File: src/rtl/cpu6502_pkg.sv
// Shared definitions for the 6502 control sequencer: state encoding,
// address/ALU operand selects, group-01 operation and addressing-mode codes.
package cpu6502_pkg;

    typedef enum logic [2:0] {
        ST_FETCH  = 3'd0,
        ST_OPR_LO = 3'd1,
        ST_OPR_HI = 3'd2,
        ST_INDEX  = 3'd3,
        ST_EXEC   = 3'd4
    } state_t;

    // Address bus source
    localparam logic [1:0] ADDR_PC  = 2'b00;
    localparam logic [1:0] ADDR_ZP  = 2'b01;
    localparam logic [1:0] ADDR_ABS = 2'b10;

    // ALU A-operand source
    localparam logic [1:0] ALU_A = 2'b00;
    localparam logic [1:0] ALU_X = 2'b01;
    localparam logic [1:0] ALU_Y = 2'b10;

    // aaa field of group-01 opcodes
    localparam logic [2:0] OP_ORA = 3'b000;
    localparam logic [2:0] OP_AND = 3'b001;
    localparam logic [2:0] OP_EOR = 3'b010;
    localparam logic [2:0] OP_ADC = 3'b011;
    localparam logic [2:0] OP_STA = 3'b100;
    localparam logic [2:0] OP_LDA = 3'b101;
    localparam logic [2:0] OP_CMP = 3'b110;
    localparam logic [2:0] OP_SBC = 3'b111;

    // bbb field of group-01 opcodes
    localparam logic [2:0] MODE_IND_X = 3'b000;  // (zp,X): not supported
    localparam logic [2:0] MODE_ZP    = 3'b001;
    localparam logic [2:0] MODE_IMM   = 3'b010;
    localparam logic [2:0] MODE_ABS   = 3'b011;
    localparam logic [2:0] MODE_IND_Y = 3'b100;  // (zp),Y: not supported
    localparam logic [2:0] MODE_ZP_X  = 3'b101;
    localparam logic [2:0] MODE_ABS_Y = 3'b110;
    localparam logic [2:0] MODE_ABS_X = 3'b111;

    // STA and CMP leave the accumulator untouched
    function automatic logic writes_a(input logic [2:0] op);
        return (op != OP_STA) && (op != OP_CMP);
    endfunction

    // Only STA leaves the flags untouched
    function automatic logic writes_flags(input logic [2:0] op);
        return (op != OP_STA);
    endfunction

endpackage

File: src/rtl/cpu_sequencer_decoder.sv
// Combinational group-01 opcode decoder: splits the opcode into its
// operation and addressing-mode fields and flags the supported subset.
module opcode_decoder
    import cpu6502_pkg::*;
(
    input  logic [7:0] opcode,
    output logic [2:0] mode,
    output logic [2:0] op,
    output logic       legal
);

    assign op   = opcode[7:5];
    assign mode = opcode[4:2];

    // Indirect modes and STA immediate have no sequence here
    assign legal = (opcode[1:0] == 2'b01)
                 && (mode != MODE_IND_X)
                 && (mode != MODE_IND_Y)
                 && !((op == OP_STA) && (mode == MODE_IMM));

endmodule

File: src/rtl/cpu_sequencer.sv
// Multi-cycle control sequencer for the group-01 instructions of the 6502
// core. Mealy outputs from state, latched opcode and mem_ready; a wait-state
// counter aborts any access that stalls longer than MAX_WAIT cycles.
module cpu_sequencer
    import cpu6502_pkg::*;
#(
    parameter int STALL_EN = 1,
    parameter int MAX_WAIT = 15
) (
    input  logic       clk,
    input  logic       rst,
    input  logic       mem_ready,
    input  logic [7:0] data_in,
    output logic       sync,
    output logic       ir_load,
    output logic       pc_inc,
    output logic       adl_load,
    output logic       adh_load,
    output logic [1:0] addr_sel,
    output logic       index_add,
    output logic       index_sel,
    output logic       zp_wrap,
    output logic       a_load,
    output logic       flag_load,
    output logic       mem_we,
    output logic [1:0] alu_sel,
    output logic [2:0] alu_op,
    output logic       illegal,
    output logic       bus_timeout
);

    localparam int WAIT_W = $clog2(MAX_WAIT + 1);

    state_t            state, state_nxt;
    logic [7:0]        opcode_q;
    logic [WAIT_W-1:0] wait_cnt;

    logic       rdy;
    logic       stalled;
    logic [7:0] dec_in;
    logic [2:0] mode;
    logic [2:0] op;
    logic       legal;

    // With stalling disabled every access completes in one cycle
    assign rdy     = (STALL_EN == 0) || mem_ready;
    // INDEX is internal and never waits on memory
    assign stalled = (state != ST_INDEX) && !rdy;
    // The incoming opcode is decoded in FETCH, the latched one afterwards
    assign dec_in  = (state == ST_FETCH) ? data_in : opcode_q;

    opcode_decoder u_dec (
        .opcode (dec_in),
        .mode   (mode),
        .op     (op),
        .legal  (legal)
    );

    // Next-state and strobe decode; everything held low while in reset
    always_comb begin
        state_nxt   = state;
        sync        = 1'b0;
        ir_load     = 1'b0;
        pc_inc      = 1'b0;
        adl_load    = 1'b0;
        adh_load    = 1'b0;
        addr_sel    = ADDR_PC;
        index_add   = 1'b0;
        index_sel   = 1'b0;
        zp_wrap     = 1'b0;
        a_load      = 1'b0;
        flag_load   = 1'b0;
        mem_we      = 1'b0;
        alu_sel     = ALU_A;
        alu_op      = 3'b000;
        illegal     = 1'b0;
        bus_timeout = 1'b0;
        if (rst) begin
            alu_op = opcode_q[7:5];
            case (state)
                ST_FETCH: begin
                    sync = 1'b1;
                    if (rdy) begin
                        ir_load = 1'b1;
                        pc_inc  = 1'b1;
                        if (legal) state_nxt = ST_OPR_LO;
                        else       illegal   = 1'b1;
                    end
                end
                ST_OPR_LO: begin
                    if (rdy) begin
                        pc_inc = 1'b1;
                        case (mode)
                            MODE_IMM: begin
                                a_load    = writes_a(op);
                                flag_load = writes_flags(op);
                                state_nxt = ST_FETCH;
                            end
                            MODE_ZP: begin
                                adl_load  = 1'b1;
                                state_nxt = ST_EXEC;
                            end
                            MODE_ZP_X: begin
                                adl_load  = 1'b1;
                                state_nxt = ST_INDEX;
                            end
                            default: begin
                                adl_load  = 1'b1;
                                state_nxt = ST_OPR_HI;
                            end
                        endcase
                    end
                end
                ST_OPR_HI: begin
                    if (rdy) begin
                        adh_load  = 1'b1;
                        pc_inc    = 1'b1;
                        state_nxt = (mode == MODE_ABS) ? ST_EXEC : ST_INDEX;
                    end
                end
                ST_INDEX: begin
                    index_add = 1'b1;
                    zp_wrap   = (mode == MODE_ZP_X);
                    index_sel = (mode == MODE_ABS_Y);
                    state_nxt = ST_EXEC;
                end
                ST_EXEC: begin
                    addr_sel = ((mode == MODE_ZP) || (mode == MODE_ZP_X)) ? ADDR_ZP : ADDR_ABS;
                    if (op == OP_STA) begin
                        mem_we = 1'b1;
                    end else if (rdy) begin
                        a_load    = writes_a(op);
                        flag_load = writes_flags(op);
                    end
                    if (rdy) state_nxt = ST_FETCH;
                end
                default: state_nxt = ST_FETCH;
            endcase
            // An expired wait abandons the instruction, including any write
            if (stalled && (wait_cnt == WAIT_W'(MAX_WAIT))) begin
                bus_timeout = 1'b1;
                mem_we      = 1'b0;
                state_nxt   = ST_FETCH;
            end
        end
    end

    // State, opcode latch and wait-state counter
    always_ff @(posedge clk or negedge rst) begin
        if (!rst) begin
            state    <= ST_FETCH;
            opcode_q <= 8'h00;
            wait_cnt <= '0;
        end else begin
            state <= state_nxt;
            if (ir_load) opcode_q <= data_in;
            if (stalled && !bus_timeout) wait_cnt <= wait_cnt + 1'b1;
            else                         wait_cnt <= '0;
        end
    end

endmodule

File: config.mk
export PLATFORM = sky130hd
export DESIGN_NAME = cpu_sequencer
export DESIGN_NICKNAME = d
export VERILOG_FILES = /design/src/rtl/cpu6502_pkg.sv /design/src/rtl/cpu_sequencer_decoder.sv /design/src/rtl/cpu_sequencer.sv
export SDC_FILE = /design/constraint.sdc
export NUM_CORES = 1
export LEC_CHECK = 0
export CAP_MARGIN = 20
export CORE_MARGIN = 5
export CORE_UTILIZATION = 51
export CTS_CLUSTER_DIAMETER = 30
export DETAILED_ROUTE_END_ITERATION = 16
export PLACE_DENSITY = 0.84
export SYNTH_ARGS = -nofsm -noshare
export SYNTH_HDL_FRONTEND = slang
export SYNTH_HIERARCHICAL = 1
export SYNTH_SLANG_ARGS = --single-unit
File: constraint.sdc
create_clock -name clk -period 7.1 [get_ports clk]
set_input_delay 1.42 -clock clk [delete_from_list [all_inputs] [get_ports clk]]
set_output_delay 1.42 -clock clk [all_outputs]
set_load 0.01 [all_outputs]
# After elaboration in Yosys (flattened, before gate mapping)
# Index checks and enable logic that the tools add are counted.
[word_totals] regBits=15 input_bits=11 out_inout_bits=20 elab_cells=97
[op_classes] add_sub_neg=1 eq_ne=21 n_mux=56 n_reduce_logical=16
[ops] cell="2-to-1 mux 1 bit" count=39
[ops] cell="2-to-1 mux 3 bit" count=8
[ops] cell="!= test 3 bit, second input constant" count=6
[ops] cell="one-hot mux 3 bit (5 select lines)" count=1
[ops] cell="== test 3 x 2 -> 1 bit, second input constant" count=4
[ops] cell="== test 3 bit, second input constant" count=4
[ops] cell="!= test 3 x 2 -> 1 bit, second input constant" count=3
[ops] cell="one-hot mux 3 bit (3 select lines)" count=1
[ops] cell="logical AND 1 bit" count=8
[ops] cell="2-to-1 mux 8 bit" count=1
[ops] cell="== test 3 x 1 -> 1 bit, second input constant" count=2
[ops] cell="2-to-1 mux 2 bit" count=3
[ops] cell="AND reduction 6 bit" count=1
[ops] cell="adder 4 x 1 -> 4 bit, second input constant" count=1
[ops] cell="== test 4 bit, second input constant" count=1
[ops] cell="2-to-1 mux 4 bit" count=1
[ops] cell="one-hot mux 1 bit (2 select lines)" count=2
[ops] cell="zero test 1 bit" count=3
[ops] cell="zero test 3 bit" count=1
[ops] cell="nonzero test 3 bit" count=1
[ops] cell="OR reduction 3 bit" count=1
[ops] cell="== test 2 x 1 -> 1 bit, second input constant" count=1
[ops] cell="logical OR 1 bit" count=1

# Logic depth before layout (Yosys ltp)
# Gate-level depths: netlist of the first run.
[logic_depth] word_depth=10 mapped_depth=8 mapped_depth_nobuf=8

# Hierarchy
# Netlist of the first run, hierarchy kept.
[by_module_without_submodules] module="cpu_sequencer" instances=1 cells_each=109 area_per_inst_um2=1078.5 seq_area_each_um2=375.4
[by_module_without_submodules] module="opcode_decoder" instances=1 cells_each=10 area_per_inst_um2=80.1 seq_area_each_um2=0.0

# Worst setup path before layout of the first run
# No wires, ideal clock.
[synth_timing] path_type="input -> output" start="input port data_in[4]" end="output port a_load" arrival_time_ps=2558 t_required_ps=5680 slack_ps=3122 path_stages=6 path_buffers=1 cell_sequence="mux2_2 -> buf_4 -> nor4b_1 -> mux2i_1 -> nor3_1 -> and2_1"
[synth_between] elab_chain_cells=6
[synth_lines] element="start: declaration" line="cpu_sequencer.sv:13" text="input logic [7:0] data_in,"
[synth_lines] element="2-to-1 mux 8 bit" line="cpu_sequencer.sv:50" text="assign dec_in = (state == ST_FETCH) ? data_in : opcode_q;"
[synth_lines] element="named net mode[2]" line="cpu_sequencer.sv:41" text="logic [2:0] mode;"
[synth_lines] element="== test 3 x 2 -> 1 bit" line="cpu_sequencer.sv:93" text="case (mode)"
[synth_lines] element="2-to-1 mux 1 bit" line="cpu_sequencer.sv:93"
[synth_lines] element="2-to-1 mux 1 bit" line="cpu_sequencer.sv:91" text="if (rdy) begin"
[synth_lines] element="one-hot mux 1 bit (2 select lines)" line="cpu_sequencer.sv:80" text="case (state)"
[synth_lines] element="2-to-1 mux 1 bit" line="cpu_sequencer.sv:78" text="if (rst) begin"
[synth_lines] element="end: declaration" line="cpu_sequencer.sv:23" text="output logic a_load,"
# The timed path passes the listed nets, and every way through them passes these cells.

# Final worst setup path of the first run
[layout_timing] start="input port data_in[4]" end="output port a_load"
[layout_between] elab_chain_cells=6
[layout_lines] element="2-to-1 mux 8 bit" line="cpu_sequencer.sv:50"
[layout_lines] element="named net dec_in[4]" line="cpu_sequencer.sv:40" text="logic [7:0] dec_in;"
[layout_lines] element="== test 3 x 2 -> 1 bit" line="cpu_sequencer.sv:93"
[layout_lines] element="2-to-1 mux 1 bit" line="cpu_sequencer.sv:93"
[layout_lines] element="2-to-1 mux 1 bit" line="cpu_sequencer.sv:91"
[layout_lines] element="one-hot mux 1 bit (2 select lines)" line="cpu_sequencer.sv:80"
[layout_lines] element="2-to-1 mux 1 bit" line="cpu_sequencer.sv:78"
# The timed path passes the listed nets, and every way through them passes these cells.

==> results of run 1 <==
## kinds of logic after synthesis
group                      Yosys count
buffers and inverters               17
adders and majority gates            1
other                                1
muxes                               18
DFF                                 15
xor gates and xnor gates             2
AOI/OAI and AO/OA                   21
and+or+nand+nor                     44
## per-layer routing
layer | track usage, % | vias up
met5 | 0 | -
met4 | 6.29 | 0
met3 | 2.90 | 2
met2 | 26.9 | 29
met1 | 23.1 | 478
li1 | - | 458
## worst max path at each step
| stage | startpoint | endpoint | slack (ns) | depth (start not counted) |
|---|---|---|---|---|
| 3_5_place_dp | data_in[4] | a_load | 2.20 | 7 |
| 5_1_grt | data_in[4] | flag_load | 1.98 | 7 |
| 4_1_cts | data_in[4] | a_load | 2.20 | 7 |
| 3_3_place_gp | data_in[4] | a_load | 2.23 | 7 |
| 2_1_floorplan | data_in[4] | a_load | 3.12 | 6 |
| 6_report | data_in[4] | a_load | 2.20 | 7 |
## per-stage QoR
step	power (W)	cell area (um2)	setup slack [ns]
after floorplan	0.000416	1160	3.12
after global placement	0.000453	1400	2.23
after detailed placement	0.000465	1400	2.20
after CTS	0.000518	1420	2.20
after global routing	0.000558	1420	1.98
final	0.000517	1420	2.20
## cell usage in the layout, fill, tap and decap left out, types with 3 or more instances in the layout
| cell type | instances |
|---|---|
| nand3_1 | 4 |
| a22o_1 | 3 |
| nand2_1 | 4 |
| clkbuf_4 | 3 |
| nand2b_1 | 5 |
| dfrtp_1 | 15 |
| clkdlybuf4s50_1 | 28 |
| mux2_2 | 8 |
| inv_1 | 3 |
| and2_1 | 6 |
| mux2_4 | 8 |
| nor2_1 | 10 |
| o21ai_0 | 6 |
| a21oi_1 | 4 |
## sequential cells by signal, summed over array words and instances (netlist names)
| name | cells |
|---|---|
| opcode_q | 8 |
| wait_cnt | 4 |
| state | 3 |
## where the power goes
| part | internal [W] | total [W] | switching (W) |
|---|---|---|---|
| Sequential | 0.000118 | 0.000165 | 0.0000470 |
| Combinational | 0.000165 | 0.000300 | 0.000134 |
| Clock | 0.0000210 | 0.0000519 | 0.0000309 |
## layout make-up
class	count	area (um2)
clock inverters	1	5.00
fillers	173	768
inverters	4	15.0
clock buffers	3	22.5
multi-input cells	88	682
repair buffers	29	288
flip-flops and latches	15	375
well taps	28	35.0
## critical path: stages
cell and delay [ns]:
clkdlybuf4s50_1 0.43, mux2_2 0.34, nor4b_1 0.31, mux2i_1 0.11, nor3_1 0.19, and2_1 0.15
clkdlybuf4s50_1 0.53
==> impl_metrics.yaml, run 1 <==
clock_tree:
  htree_levels: 1
  path_clk_slew_ns: 0.09
  tritoncts: "done"
  cts_made_buffers: 3
  clk_latency_ns: 0.30
  cts_root_buffer: "clkbuf_4"
  clk_path_buf_depth: 2
  cts_resized: 0
  postCtsHoldBufs: 0
  post_cts_buffers: 0
  cts.sinks: 15
synthesis:
  yosys-top-cells-area: "dfrtp_1 32%, mux2_4 10%, mux2_2 7.8%, buf_4 5.2%, and2_1 3.2%"
  yosys_warnings: 6
  synth_compound_area_share_pct: 12.4
  synth_top_family_by_area: "simple AND/OR/NAND/NOR gates"
  synthTopCellsByCount: "15 x dfrtp_1, 10 x nor2_1, 8 x buf_4, 8 x mux2_2, 8 x mux2_4"
  synth.distinct_cells: 42
  yosysSeqAreaShare_pct: 32.4
  syn_avg_cell_area_um2: 9.74
  synthMuxAreaShare_pct: 19.9
  yosys.area_share.simple_pct: 23.3
  synthAdderAreaFrac_pct: 1.08
  synthCells: 119
  async_flop_share_pct: 100
  synth_top_cell_area_share_pct: 32.4
  synth_area_um2: 1160
  synth_edf_count: 0
  yosys.area.top_type: "dfrtp_1"
  ys_ff_latch: 15
  yosysMostFrequentCell: "dfrtp_1"
  synth_ff_type: "dfrtp_1"
  synth_xor_area_share_pct: 1.51
power:
  powerDensity_nw_per_um2: 363
  leakage_nw: 0.577
  ir_drop_v: 0.000229
cells_and_area:
  fin_util_pct: 64.9
  nets: 153
  areaGrowthSynthToFinish_pct: 22.8
  finalNonFillerCells: 168
  drive_gt1_share_pct: 18.6
  diodes: 0
sta:
  skew_ns: 0.00288
  rsz0062_at_grt: "no"
  worstMarginPinSlew_ns: 0.573
  setup_viol: 0
  timing.final.hold_violations: 0
  relSlewSlack_pct: 61.8
  final-max-slew-violation-count: 0
  min_period_ns: 4.90
  fmax_mhz: 204
  worst_hold_slack_ns: 0.471
  fin_setup_tns_ns: 0
  fin_crit_sh_pct: 69.0
min_path:
  hold_depth: 1
  min_delay_worst_endpoint: "wait_cnt[0]"
  min_from: "wait_cnt[0]"
  hold_path.class: "flop to flop"
worst_setup_path:
  r2r_slack_ns: 4.33
  r2r-start: "state[0]"
  cp-start-kind: "primary input"
  end_kind: "output pin"
  arrival_ns: 3.48
  critPathRequiredTime_ns: 5.68
  r2r_end: "state[1]"
  critPathMaxFanout: 7
  path_class: "primary input to output pin"
  r2r_cells: 8
route:
  vias: 967
  drt_wl_total_um: 2550
  via_per_inst: 5.76
  dr_wl_met3_um: 105
  wl_met2_um: 1240
  routed.top_layer: "met4"
  drc: 0
  ant_nets: 0
  wl_met1_um: 1180
  dr.first_iter.drc_count: 18
  wire_per_inst_um: 15.2
  dr.pass1.iters: 4
placed_design:
  numPortBuffers: 28
  gp_congestion: 0.865
  place_inst: 164
  dp_hpwl_um: 1890
status:
  outcome: "finished clean"
floorplanning:
  fp-row-count: 17
  start_util_pct: 52.9
  core_area_um2: 2190
  die_x_um: 57.7
  die_area_um2: 3330
  io_pins: 31
  die_h_um: 57.7
global_routing:
  grt_pass1_wl_um: 4510
  antenna_found_initial: 0
  gr-total-overflow: 0
  grt_max_degree: 30
  first_global_vias: 980
  grt_usage_pct: 17.0
run:
  maxCapViolCount: 0
Note: power is estimated with default switching activity, not from simulation.
==> inputs of run 2 (changes only) <==
--- a/config.mk
+++ b/config.mk
@@ -7,10 +7,10 @@
 export LEC_CHECK = 0
 export CAP_MARGIN = 20
 export CORE_MARGIN = 5
-export CORE_UTILIZATION = 51
+export CORE_UTILIZATION = 48
 export CTS_CLUSTER_DIAMETER = 30
 export DETAILED_ROUTE_END_ITERATION = 16
-export PLACE_DENSITY = 0.84
+export PLACE_DENSITY = 0.79
 export SYNTH_ARGS = -nofsm -noshare
 export SYNTH_HDL_FRONTEND = slang
 export SYNTH_HIERARCHICAL = 1
==> constraint.sdc (replaced) <==
create_clock -name clk -period 4.95 [get_ports clk]
set_input_delay 0.99 -clock clk [delete_from_list [all_inputs] [get_ports clk]]
set_output_delay 0.99 -clock clk [all_outputs]
set_load 0.01 [all_outputs]
==> run 2 against run 1 <==
- clock power up 40%
- register-to-register slack got worse by 2.2 ns
- sequential share of layout area decreased by 0.28 points
- final cell count increased by 1.2%
- critical path type is now flop to output pin
- first-iteration DRC count grew 56%
- critical path depth stayed put
==> impl_metrics.yaml, run 2 (synthesis results as in run 1) <==
cells_and_area:
  register_area_um2: 375
  diodes: 0
  drive_gt1_share_pct: 19.7
  top_regs: "opcode_q (8), wait_cnt (4), state (3)"
  final_common_cell: "clkdlybuf4s50_1"
  largest_reg_flops: 8
  multiInputGateArea_um2: 682
  nets: 155
  areaGrowthSynthToFinish_pct: 24.1
  layout_common_cells: "28 x clkdlybuf4s50_1, 15 x dfrtp_1, 10 x nor2_1"
  fin_util_pct: 63.8
  regMostFlops: "opcode_q"
  nFillCells: 207
global_routing:
  first_global_vias: 1004
  antenna_found_initial: 0
  grt_usage_pct: 17.0
  gr-total-overflow: 0
  grt_max_degree: 19
  grt_pass1_wl_um: 4650
min_path:
  min_from: "wait_cnt[0]"
  hold_depth: 1
  hold_path.class: "flop to flop"
  min_delay_worst_endpoint: "wait_cnt[0]"
placed_design:
  numPortBuffers: 28
  gp_congestion: 0.820
  dp_hpwl_um: 2050
floorplanning:
  die_area_um2: 3500
  io_pins: 31
  start_util_pct: 51.4
  core_area_um2: 2250
  die_h_um: 59.1
  fp-row-count: 17
  die_x_um: 59.1
worst_setup_path:
  r2r_slack_ns: 2.15
  cpPeakStageDelay_ns: 0.59
  crit_family: "simple AND/OR/NAND/NOR gates"
  cp_cell_sequence: "nor3_4 > mux2_2 > nor4b_1 > mux2i_1 > nor3_1 > and2_1 > clkdlybuf4s50_1"
  cp-start-kind: "flop"
  critPathMaxFanout: 14
  r2r-start: "state[0]"
  critPathRequiredTime_ns: 3.96
  arrival_ns: 3.12
  r2r_cells: 8
  cp_slowest_cell: "dfrtp_1"
  r2r_end: "state[1]"
  path_class: "flop to output pin"
  end_kind: "output pin"
  path_buf_inv: 1
sta:
  fmax_mhz: 243
  timing.final.hold_violations: 0
  rsz0062_at_grt: "no"
  setup_viol: 0
  skew_ns: 0.00533
  min_period_ns: 4.11
  final-max-slew-violation-count: 0
  worstMarginPinSlew_ns: 0.541
  fin_setup_tns_ns: 0
  relSlewSlack_pct: 63.9
  fin_crit_sh_pct: 83.1
power:
  powerDensity_nw_per_um2: 519
  total_power_w: 0.000747
  leakage_nw: 0.587
  ir_drop_v: 0.000328
clock_tree:
  htree_levels: 1
  path_clk_slew_ns: 0.10
  cts.sinks: 15
  cts_resized: 0
  cts_made_buffers: 3
  cts_root_buffer: "clkbuf_4"
  clk_path_buf_depth: 2
  post_cts_buffers: 0
  tritoncts: "done"
  postCtsHoldBufs: 0
  clk_latency_ns: 0.29
route:
  ant_nets: 0
  drt_wl_total_um: 2720
  dr.pass1.iters: 4
  wire_per_inst_um: 16.0
  via_per_inst: 5.74
  dr.first_iter.drc_count: 28
  vias: 976
  drc: 0
run:
  maxCapViolCount: 0
status:
  outcome: "finished clean"
run 2: power by group:
group / internal (W) / switching (W) / total, W
registers: 0.000169 / 0.0000701 / 0.000239
clock network: 0.0000300 / 0.0000429 / 0.0000729
logic: 0.000240 / 0.000195 / 0.000434
total: 0.000439 / 0.000308 / 0.000747
run 2: area by class of cell:
cell class	instances	area share, %
multi-input combinational	88	47.4
clock buffer	3	1.57
sequential	15	26.1
timing repair buffer	31	21.1
inverter	4	1.04
clock inverter	1	0.348
tap	28	2.44
run 2: how the worst max path moves through the flow:
stage | startpoint | cells after the start | endpoint
final | state[0] | 7 | a_load
after global routing | state[0] | 7 | a_load
after CTS | state[0] | 7 | a_load
after detailed placement | data_in[4] | 7 | a_load
after global placement | data_in[4] | 7 | a_load
after floorplan | data_in[4] | 6 | a_load
run 2: per-layer routing:
layer | vias up | part of all wire (%) | global-route usage, %
met2 | 42 | 49 | 27.1
met1 | 466 | 46 | 23.8
met5 | - | 0 | 0
met4 | 0 | 0.99 | 4.85
met3 | 4 | 4.3 | 2.40
li1 | 464 | - | -
run 2: stage by stage:
stage	instances	setup WS (ns)	area [um2]	hold slack (ns)
after floorplan	120	1.83	1160	0.432
final	170	0.835	1440	0.477
after detailed placement	166	0.888	1410	0.465
after global placement	166	0.954	1410	0.444
after CTS	170	0.817	1440	0.478
after global routing	170	0.588	1440	0.504
==> inputs of run 3 (changes only) <==
--- a/config.mk
+++ b/config.mk
@@ -7,10 +7,10 @@
 export LEC_CHECK = 0
 export CAP_MARGIN = 20
 export CORE_MARGIN = 5
-export CORE_UTILIZATION = 48
+export CORE_UTILIZATION = 43
 export CTS_CLUSTER_DIAMETER = 30
 export DETAILED_ROUTE_END_ITERATION = 16
-export PLACE_DENSITY = 0.79
+export PLACE_DENSITY = 0.75
 export SYNTH_ARGS = -nofsm -noshare
 export SYNTH_HDL_FRONTEND = slang
 export SYNTH_HIERARCHICAL = 1
==> constraint.sdc (replaced) <==
create_clock -name clk -period 3.7 [get_ports clk]
set_input_delay 0.74 -clock clk [delete_from_list [all_inputs] [get_ports clk]]
set_output_delay 0.74 -clock clk [all_outputs]
set_load 0.01 [all_outputs]
==> run 3 against run 2 <==
- non-clock buffer count is 8 higher
- worst hold slack lost 0.017 ns
- flip-flop and latch count stayed put
- via count down 0.20%
- clock power grew 33%
- largest power group unchanged
==> impl_metrics.yaml, run 3 (synthesis results as in run 1) <==
floorplanning:
  die_h_um: 61.9
  start_util_pct: 45.9
  die_x_um: 61.9
  io_pins: 31
  core_area_um2: 2520
  fp-row-count: 18
  die_area_um2: 3830
status:
  outcome: "finished clean"
worst_setup_path:
  r2r_cells: 9
  path_class: "primary input to output pin"
  r2r_slack_ns: 1.23
  critPathRequiredTime_ns: 2.96
  end_kind: "output pin"
  arrival_ns: 2.76
  r2r-start: "state[2]"
  critPathMaxFanout: 7
  r2r_end: "state[1]"
  cp-start-kind: "primary input"
clock_tree:
  cts_root_buffer: "clkbuf_4"
  cts_made_buffers: 3
  path_clk_slew_ns: 0.10
  htree_levels: 1
  clk_path_buf_depth: 2
  tritoncts: "done"
  postCtsHoldBufs: 0
  clk_latency_ns: 0.29
  cts.sinks: 15
cells_and_area:
  layout_common_cells: "28 x clkdlybuf4s50_1, 15 x dfrtp_1, 11 x buf_4"
  drive_gt1_share_pct: 24.7
  largest_reg_flops: 8
  nets: 163
  final_common_cell: "clkdlybuf4s50_1"
  fin_util_pct: 59.7
  finalNonFillerCells: 180
  diodes: 0
  top_regs: "opcode_q (8), wait_cnt (4), state (3)"
  nFillCells: 231
  regMostFlops: "opcode_q"
  areaGrowthSynthToFinish_pct: 30.0
sta:
  setup_viol: 0
  fin_setup_tns_ns: 0
  timing.final.hold_violations: 0
  final-max-slew-violation-count: 0
  rsz0062_at_grt: "no"
  min_period_ns: 3.50
  fin_crit_sh_pct: 94.7
  fmax_mhz: 286
  skew_ns: 0.00240
  worst_hold_slack_ns: 0.460
power:
  ir_drop_v: 0.000435
  powerDensity_nw_per_um2: 708
  leakage_nw: 0.628
global_routing:
  grt_usage_pct: 15.0
  gr-total-overflow: 0
  grt_max_degree: 14
  grt_pass1_wl_um: 4180
  antenna_found_initial: 0
  first_global_vias: 923
min_path:
  hold_depth: 1
  hold_path.class: "flop to flop"
  min_delay_worst_endpoint: "wait_cnt[0]"
  min_from: "wait_cnt[0]"
route:
  via_per_inst: 5.41
  drt_wl_total_um: 2570
  drc: 0
  wire_per_inst_um: 14.3
  dr.pass1.iters: 4
  ant_nets: 0
  vias: 974
  dr.first_iter.drc_count: 37
placed_design:
  numPortBuffers: 28
  gp_congestion: 0.879
  dp_hpwl_um: 1990
  place_inst: 173
run:
  maxCapViolCount: 0
run 3: cell count changes in the layout (fill, tap and decap cells not counted), sizes merged:
cell,previous run,this run
buf,3,11
run 3: metal layers:
layer  wire length (um)  track usage [%]  vias up  share of wire (%)
met5                  0                0        -                  0
met4                 27             4.85        0                1.1
met3                 83             3.72        2                3.2
met2               1280             24.7       21                 50
met1               1180             19.2      469                 46
li1                   -                -      482                  -
run 3: what timing repair did:
action / CTS / global route
gates resized for setup: 0 / 1
setup endpoints to repair: 0 / 2
setup buffers: 0 / 3
run 3: report_power, final:
part	switching (W)	total [W]	internal (W)
Combinational	0.000310	0.000696	0.000386
Sequential	0.0000458	0.000273	0.000227
Clock	0.0000567	0.0000969	0.0000402
Total	0.000413	0.00107	0.000654
run 3: final cells by class:
cell class,instances,area (um2),share of cell area (%)
Tap cell,30,37.5,2.49
Timing Repair Buffer,39,363,24.1
Sequential cell,15,375,24.9
Clock buffer,3,22.5,1.50
Multi-Input combinational cell,88,688,45.7
Clock inverter,1,5.00,0.332
Inverter,4,15.0,0.997
run 3: how the worst max path moves through the flow:
stage          startpoint         to  slack [ns]  cells past startpoint
6_report       data_in[4]  flag_load        0.20                      7
5_1_grt          state[2]  flag_load        0.01                      7
3_3_place_gp   data_in[4]     a_load        0.20                      7
4_1_cts        data_in[4]  flag_load        0.14                      7
3_5_place_dp   data_in[4]  flag_load        0.15                      7
2_1_floorplan    state[0]     a_load        0.91                      7
run 3: through the flow:
stage          power, W  cell area (um2)  worst slack (ns)
2_1_floorplan  0.000799             1160             0.909
3_3_place_gp   0.000917             1450             0.200
3_5_place_dp   0.000926             1450             0.151
4_1_cts         0.00103             1480             0.142
5_1_grt         0.00115             1510            0.0128
6_report        0.00107             1510             0.198
run 3: critical path, stage by stage:
cell and delay [ns]:
clkdlybuf4s50_1 0.42, mux2_2 0.34, nor4b_2 0.28, mux2i_1 0.10, nor3_1 0.18, o21a_1 0.16
clkdlybuf4s50_1 0.54
